===== src/rtl/fp_pkg.sv =====
// Shared types and constants for the single-precision normalize/round stage.
package fp_pkg;

    typedef enum logic [1:0] {
        IDLE  = 2'd0,
        NORM  = 2'd1,
        ROUND = 2'd2,
        OUT   = 2'd3
    } state_t;

    localparam int BIAS       = 127;
    localparam int EXP_INF    = 255;
    localparam int MANT_W     = 23;
    localparam int CARRY_BIT  = 27;
    localparam int HIDDEN_BIT = 26;
    localparam int GUARD_BIT  = 2;
    localparam int MAX_LSHIFT = 26;

    typedef struct packed {
        logic              sign;
        logic [7:0]        exp;
        logic [MANT_W-1:0] mant;
    } fp32_t;

endpackage


===== src/rtl/fp_norm_round_if.sv =====
// Operand/result handshake bundle between the add/sub core and the normalize/round stage.
interface fp_norm_round_if #(
    parameter int EXP_W  = 10,
    parameter int FRAC_W = 28
);
    // Each side transfers on the rising edge where valid & ready are both high;
    // the producer holds valid and its data stable until that edge.
    logic              in_valid;
    logic              in_ready;
    logic              in_sign;
    logic [EXP_W-1:0]  in_exp;
    logic [FRAC_W-1:0] in_frac;
    logic              out_valid;
    logic              out_ready;
    logic [31:0]       out_result;
    logic              out_overflow;
    logic              out_underflow;
    logic              out_inexact;

    modport master (
        output in_valid, in_sign, in_exp, in_frac, out_ready,
        input  in_ready, out_valid, out_result, out_overflow, out_underflow, out_inexact
    );

    modport slave (
        input  in_valid, in_sign, in_exp, in_frac, out_ready,
        output in_ready, out_valid, out_result, out_overflow, out_underflow, out_inexact
    );
endinterface


===== src/rtl/fp_round_rne.sv =====
// Combinational round-to-nearest-even and IEEE-754 single packing with saturation/flush.
module fp_round_rne
    import fp_pkg::*;
#(
    parameter int EXP_W = 10
) (
    input  logic                sign,
    input  logic [EXP_W-1:0]    exp,
    input  logic [HIDDEN_BIT:0] frac,
    output fp32_t               result,
    output logic                overflow,
    output logic                underflow,
    output logic                inexact
);
    logic              lsb;
    logic              g;
    logic              rs;
    logic              inc;
    logic [MANT_W+1:0] sum;
    logic [EXP_W:0]    exp_r;

    always_comb begin
        lsb   = frac[GUARD_BIT+1];
        g     = frac[GUARD_BIT];
        rs    = |frac[GUARD_BIT-1:0];
        inc   = g & (rs | lsb);
        sum   = {1'b0, frac[HIDDEN_BIT:GUARD_BIT+1]} + (MANT_W+2)'(inc);
        // A carry out of the mantissa leaves sum[MANT_W-1:0] at zero already.
        exp_r = {exp[EXP_W-1], exp} + (EXP_W+1)'(sum[MANT_W+1]);

        result    = '{sign: sign, exp: exp_r[7:0], mant: sum[MANT_W-1:0]};
        overflow  = 1'b0;
        underflow = 1'b0;
        inexact   = g | rs;

        if (frac == '0) begin
            result  = '{sign: sign, exp: 8'h00, mant: '0};
            inexact = 1'b0;
        end else if (exp_r[EXP_W] || exp_r == '0) begin
            result    = '{sign: sign, exp: 8'h00, mant: '0};
            underflow = 1'b1;
        end else if (exp_r >= (EXP_W+1)'(EXP_INF)) begin
            result   = '{sign: sign, exp: 8'(EXP_INF), mant: '0};
            overflow = 1'b1;
            inexact  = 1'b1;
        end
    end
endmodule


===== src/rtl/fp_norm_round.sv =====
// Normalize/round stage of the single-precision add/sub datapath, one operation in flight.
// FP_NORM_FAST_EN: single-cycle leading-one normalization instead of 1 bit per cycle.
module fp_norm_round
    import fp_pkg::*;
#(
    parameter int EXP_W  = 10,
    parameter int FRAC_W = 28
) (
    input  logic                  clk,
    input  logic                  rst,
    fp_norm_round_if.slave        bus,
    output state_t                dbg_state
);
    state_t            state_q, state_d;
    logic              sign_q, sign_d;
    logic [EXP_W-1:0]  exp_q, exp_d;
    logic [FRAC_W-1:0] frac_q, frac_d;
    logic              zero_q, zero_d;
    fp32_t             result_q, result_d;
    logic              ovf_q, ovf_d;
    logic              unf_q, unf_d;
    logic              inx_q, inx_d;

    fp32_t             rnd_result;
    logic              rnd_ovf;
    logic              rnd_unf;
    logic              rnd_inx;

`ifdef FP_NORM_FAST_EN
    logic [4:0]        lz;

    always_comb begin
        lz = 5'd0;
        // Ascending scan: the highest set bit writes last and wins.
        for (int i = 0; i <= HIDDEN_BIT; i++) begin
            if (frac_q[i]) lz = 5'(HIDDEN_BIT - i);
        end
    end
`else
    logic [4:0]        cnt_q, cnt_d;
`endif

    fp_round_rne #(.EXP_W(EXP_W)) u_round (
        .sign      (sign_q),
        .exp       (exp_q),
        .frac      (frac_q[HIDDEN_BIT:0]),
        .result    (rnd_result),
        .overflow  (rnd_ovf),
        .underflow (rnd_unf),
        .inexact   (rnd_inx)
    );

    always_ff @(posedge clk or posedge rst) begin
        if (rst) begin
            state_q  <= IDLE;
            sign_q   <= 1'b0;
            exp_q    <= '0;
            frac_q   <= '0;
            zero_q   <= 1'b0;
            result_q <= '0;
            ovf_q    <= 1'b0;
            unf_q    <= 1'b0;
            inx_q    <= 1'b0;
`ifndef FP_NORM_FAST_EN
            cnt_q    <= '0;
`endif
        end else begin
            state_q  <= state_d;
            sign_q   <= sign_d;
            exp_q    <= exp_d;
            frac_q   <= frac_d;
            zero_q   <= zero_d;
            result_q <= result_d;
            ovf_q    <= ovf_d;
            unf_q    <= unf_d;
            inx_q    <= inx_d;
`ifndef FP_NORM_FAST_EN
            cnt_q    <= cnt_d;
`endif
        end
    end

    always_comb begin
        state_d  = state_q;
        sign_d   = sign_q;
        exp_d    = exp_q;
        frac_d   = frac_q;
        zero_d   = zero_q;
        result_d = result_q;
        ovf_d    = ovf_q;
        unf_d    = unf_q;
        inx_d    = inx_q;
`ifndef FP_NORM_FAST_EN
        cnt_d    = cnt_q;
`endif
        case (state_q)
            IDLE: begin
                if (bus.in_valid) begin
                    sign_d  = bus.in_sign;
                    exp_d   = bus.in_exp;
                    frac_d  = bus.in_frac;
                    zero_d  = (bus.in_frac == '0);
                    state_d = NORM;
`ifndef FP_NORM_FAST_EN
                    cnt_d   = '0;
`endif
                end
            end
            NORM: begin
`ifdef FP_NORM_FAST_EN
                state_d = ROUND;
                if (zero_q) begin
                    state_d = ROUND;
                end else if (frac_q[CARRY_BIT]) begin
                    frac_d = {1'b0, frac_q[FRAC_W-1:2], frac_q[1] | frac_q[0]};
                    exp_d  = exp_q + EXP_W'(1);
                end else begin
                    frac_d = frac_q << lz;
                    exp_d  = exp_q - EXP_W'(lz);
                end
`else
                if (zero_q) begin
                    state_d = ROUND;
                end else if (frac_q[CARRY_BIT]) begin
                    // Shifted-out bit folds into sticky so rounding still sees it.
                    frac_d = {1'b0, frac_q[FRAC_W-1:2], frac_q[1] | frac_q[0]};
                    exp_d  = exp_q + EXP_W'(1);
                end else if (!frac_q[HIDDEN_BIT]) begin
                    if (cnt_q == 5'(MAX_LSHIFT)) begin
                        state_d = ROUND;
                    end else begin
                        frac_d = frac_q << 1;
                        exp_d  = exp_q - EXP_W'(1);
                        cnt_d  = cnt_q + 5'd1;
                    end
                end else begin
                    state_d = ROUND;
                end
`endif
            end
            ROUND: begin
                result_d = rnd_result;
                ovf_d    = rnd_ovf;
                unf_d    = rnd_unf;
                inx_d    = rnd_inx;
                state_d  = OUT;
            end
            OUT: begin
                if (bus.out_ready) state_d = IDLE;
            end
            default: state_d = IDLE;
        endcase
    end

    always_comb begin
        bus.in_ready      = (state_q == IDLE);
        bus.out_valid     = (state_q == OUT);
        bus.out_result    = result_q;
        bus.out_overflow  = ovf_q;
        bus.out_underflow = unf_q;
        bus.out_inexact   = inx_q;
        dbg_state         = state_q;
    end
endmodule

===== src/flat_wrapper.sv =====
// flat-port wrapper written by rule: the top's interface ports become plain ports
module fp_norm_round_flat import fp_pkg::*;
#(
    parameter int EXP_W  = 10,
    parameter int FRAC_W = 28
)
  (clk, rst, dbg_state, bus_in_valid, bus_in_sign, bus_in_exp, bus_in_frac, bus_out_ready, bus_in_ready, bus_out_valid, bus_out_result, bus_out_overflow, bus_out_underflow, bus_out_inexact);
  fp_norm_round_if #(.EXP_W(EXP_W), .FRAC_W(FRAC_W)) bus_i ();
  input  logic clk;
  input  logic rst;
  output state_t dbg_state;
  input wire logic [$bits(bus_i.in_valid)-1:0] bus_in_valid;
  input wire logic [$bits(bus_i.in_sign)-1:0] bus_in_sign;
  input wire logic [$bits(bus_i.in_exp)-1:0] bus_in_exp;
  input wire logic [$bits(bus_i.in_frac)-1:0] bus_in_frac;
  input wire logic [$bits(bus_i.out_ready)-1:0] bus_out_ready;
  output wire logic [$bits(bus_i.in_ready)-1:0] bus_in_ready;
  output wire logic [$bits(bus_i.out_valid)-1:0] bus_out_valid;
  output wire logic [$bits(bus_i.out_result)-1:0] bus_out_result;
  output wire logic [$bits(bus_i.out_overflow)-1:0] bus_out_overflow;
  output wire logic [$bits(bus_i.out_underflow)-1:0] bus_out_underflow;
  output wire logic [$bits(bus_i.out_inexact)-1:0] bus_out_inexact;
  assign bus_i.in_valid = bus_in_valid;
  assign bus_i.in_sign = bus_in_sign;
  assign bus_i.in_exp = bus_in_exp;
  assign bus_i.in_frac = bus_in_frac;
  assign bus_i.out_ready = bus_out_ready;
  assign bus_in_ready = bus_i.in_ready;
  assign bus_out_valid = bus_i.out_valid;
  assign bus_out_result = bus_i.out_result;
  assign bus_out_overflow = bus_i.out_overflow;
  assign bus_out_underflow = bus_i.out_underflow;
  assign bus_out_inexact = bus_i.out_inexact;
  fp_norm_round #(.EXP_W(EXP_W), .FRAC_W(FRAC_W)) u_core (.clk(clk), .rst(rst), .bus(bus_i), .dbg_state(dbg_state));
endmodule

===== config.mk =====
export PLATFORM = sky130hd
export DESIGN_NAME = fp_norm_round_flat
export DESIGN_NICKNAME = d
export VERILOG_FILES = /design/src/rtl/fp_pkg.sv /design/src/rtl/fp_norm_round_if.sv /design/src/rtl/fp_round_rne.sv /design/src/rtl/fp_norm_round.sv /design/src/flat_wrapper.sv
export SDC_FILE = /design/constraint.sdc
export NUM_CORES = 1
export LEC_CHECK = 0
export ABC_CLOCK_PERIOD_IN_PS = 3700
export BUFFER_PORTS_ARGS = -buffer_cell sky130_fd_sc_hd__buf_2
export CAP_MARGIN = 20
export CORE_ASPECT_RATIO = 1.4
export CORE_MARGIN = 1.5
export CORE_UTILIZATION = 40
export DETAILED_ROUTE_END_ITERATION = 10
export SLEW_MARGIN = 15
export SYNTH_ARGS = -nofsm -noshare
export SYNTH_HDL_FRONTEND = slang
export SYNTH_SLANG_ARGS = --single-unit
export TNS_END_PERCENT = 20

===== constraint.sdc =====
create_clock -name clk -period 3.7 [get_ports clk]
set_input_delay 0.37 -clock clk [delete_from_list [all_inputs] [get_ports clk]]
set_output_delay 0.37 -clock clk [all_outputs]
set_load 0.1 [all_outputs]

==> flow_summary.json <==
{
  "grt_pass1_vias": 4521,
  "setup_viol_count_final": 0,
  "cts_made_buffers": 9,
  "cts_setup_buffers": 0,
  "postRouteAntennaNets": 0,
  "syn_nets": 672,
  "post_dp_cell_area_um2": 5820,
  "yosys_warnings": 0,
  "drtIter0Drc": 295,
  "cts_num_sinks": 82,
  "yosys.area_share.simple": 0.190,
  "use_met3": 0.0479,
  "grt.busiest_layer": "met2",
  "cpPeakStageDelay_ns": 0.36,
  "synthXorXnorAreaFrac": 0.0599,
  "die_h_um": 139,
  "path_class": "flip-flop to flip-flop",
  "fillCellCount": 1244,
  "end_kind": "flip-flop",
  "initial_core_util": 0.411,
  "start_kind": "flip-flop",
  "hold_viol_final": 0,
  "hold_path_class": "input pin to async pin",
  "worstPathArrival_ns": 3.72,
  "place_congestion": 0.826,
  "dp_hpwl_um": 9960,
  "die_w_um": 99.9,
  "cts_root_buf": "clkbuf_16",
  "grtUsageTotal": 0.204,
  "finalNetCount": 734,
  "fmax_mhz": 287,
  "num_antenna_cells": 0,
  "postSynth.asyncResetShare": 1.00,
  "synth_compound_area_frac": 0.238,
  "wl_per_cell_um": 16.6,
  "drc": 0,
  "rows": 49,
  "critPathMaxFanout": 25,
  "critPathSlowestCell": "or3_1",
  "clock_latency_ns": 0.34,
  "fin_tns_setup_ns": 0,
  "tightest_slew_ns": 0.588,
  "reg2reg_setup_slack_ns": 0.21,
  "drv_slew": 0,
  "synth_top_family_by_area": "compound AO/OA/AOI/OAI gates",
  "cts_tree": "built",
  "met1_usage": 0.271,
  "syn_inst": 611,
  "cp.required_ns": 3.93,
  "fin_crit_ns": 3.49,
  "critical_path_buf_inv_count": 1,
  "muxShareOfSynthArea": 0.0235,
  "via_per_inst": 5.77,
  "htree_levels": 3,
  "io-pin-count": 82,
  "drt_first_pass_iters": 4,
  "grt_use_met2": 0.327,
  "antenna_found_initial": 1,
  "dieArea_um2": 13900,
  "fin_area_um2": 6190,
  "crit_family": "simple AND/OR/NAND/NOR gates",
  "vias": 4791,
  "gr-total-overflow": 0,
  "core_area_um2": 12800,
  "clock_path_buffers": 2,
  "synthAdderAreaFrac": 0.0442,
  "seq_area_frac_synth": 0.390,
  "slew_headroom": 0.604,
  "drv_cap": 0,
  "synth-edff-count": 0,
  "grt_pass1_wl_um": 22800,
  "cp_common_cell": "ha_1",
  "synth_area_per_cell_um2": 8.61,
  "drive_gt1_frac": 0.206,
  "synth_ff_type": "dfrtp_1",
  "path_cells": "and2_1 -> ha_1 -> nand2_1 -> or3_1 -> nor4_4 -> nand3_2 -> nor2_2 -> ha_1 -> and4_1 -> and3_2 -> mux2i_2 -> a21oi_2 -> o21a_1 -> buf_12 -> a32o_1",
  "clk_pin_slew_worst_paths_ns": 0.06,
  "area_growth_pct": 17.7,
  "yosysUniqueCellTypes": 61,
  "port_buffers": 81,
  "drt_wl_total_um": 13800,
  "grt_max_degree": 59,
  "fin_crit_sh": 0.942,
  "ys_ff_latch": 82,
  "finalClockSkew_ns": 0.00749,
  "outcome": "finished, final reports clean",
  "synth_area_um2": 5260
}
==> synthesized netlist by cell type (all sizes together) (4+ instances only) <==
cell type	instances	area, µm²
nor2	16	60.1
a22o	10	87.6
or3	4	25.0
nand2	111	417
nor4	15	100
nand4	12	75.1
ha	17	213
o32ai	5	43.8
xor2	16	140
xnor2	20	175
a32o	18	180
clkbuf	35	131
o21ai	77	385
and3	6	37.5
o211ai	29	218
o21bai	4	30.0
a21oi	15	75.1
nand3	16	80.1
inv	17	63.8
nand2b	7	43.8
dfrtp	82	2050
buf	15	90.1
mux2i	9	90.1
nor3	5	25.0
==> routing by layer <==
layer	vias to the layer above	routed length (µm)
li1	2353	-
met1	2283	6170
met2	136	6600
met3	19	766
met4	0	250
met5	-	0
==> path summary, 6_finish.rpt <==
check / from / to / depth (start not counted)
worst max-delay path: u_core.frac_q[3]$_DFFE_PP0P_ / u_core.bus.out_result[1]$_DFFE_PP0P_ / 15
worst min-delay path: rst / u_core.bus.out_result[6]$_DFFE_PP0P_ / 2
worst max register to register: u_core.frac_q[3]$_DFFE_PP0P_ / u_core.bus.out_result[1]$_DFFE_PP0P_ / 15
worst min register to register: u_core.bus.out_result[10]$_DFFE_PP0P_ / u_core.bus.out_result[10]$_DFFE_PP0P_ / 1
max in group asynchronous: rst / u_core.bus.out_result[23]$_DFFE_PP0P_ / 4
min in group clk: bus_in_sign / u_core.sign_q$_DFFE_PP0P_ / 2
==> kinds of logic (layout without fill, tap and decap cells) <==
logic type,Yosys count,after routing
and+or+nand+nor,209,209
AOI/OAI and AO/OA,186,186
DFF,82,82
buffers and inverters,68,135
xor gates and xnor gates,36,36
adders and majority gates,18,18
muxes,12,12
==> layout by cell type, fill, tap and decap left out, drive strengths merged, types with 12 or more instances in the layout <==
| cell | netlist | final |
|---|---|---|
| dfrtp | 82 | 82 |
| o211ai | 29 | 29 |
| nand3 | 16 | 16 |
| a32o | 18 | 18 |
| a21oi | 15 | 15 |
| xor2 | 16 | 16 |
| nor2 | 16 | 16 |
| xnor2 | 20 | 20 |
| buf | 15 | 101 |
| inv | 17 | 16 |
| nand4 | 12 | 12 |
| ha | 17 | 17 |
| nor4 | 15 | 15 |
| o21ai | 77 | 77 |
| nand2 | 111 | 111 |
==> metrics by stage <==
stage	instances	utilization	setup slack [ns]	hold slack, ns
6_report	831	0.483	0.214	0.0450
5_1_grt	831	0.483	-0.00945	0.0855
4_1_cts	831	0.479	0.110	0.0536
3_5_place_dp	815	0.455	0.148	0.420
3_3_place_gp	814	0.453	0.298	0.472
2_1_floorplan	611	-	0.0349	0.474
==> repair_timing <==
item | in CTS | in global routing
hold buffers | 0 | 0
gates resized for setup | 0 | 14
setup endpoints to repair | 0 | 32
==> sequential cells by signal, indices dropped and copies added (netlist names) <==
name	flops
u_core.dbg_state	2
u_core.exp_q	10
u_core.sign_q	1
u_core.bus.out_inexact	1
u_core.bus.out_result	32
u_core.frac_q	28
u_core.bus.out_overflow	1
u_core.zero_q	1
u_core.bus.out_underflow	1
u_core.cnt_q	5
==> layout make-up <==
type                       instances  area, µm²  area share
clock buffer                       9        225      0.0364
tap                              153        191      0.0309
inverter                          18       68.8      0.0111
timing repair buffer             101        581      0.0937
clock inverter                     7       93.8      0.0152
multi-input combinational        461       2980       0.481
sequential                        82       2050       0.332
Power is not shown: default switching activity piles up to over one toggle a cycle in this logic, so the estimate is an artifact.
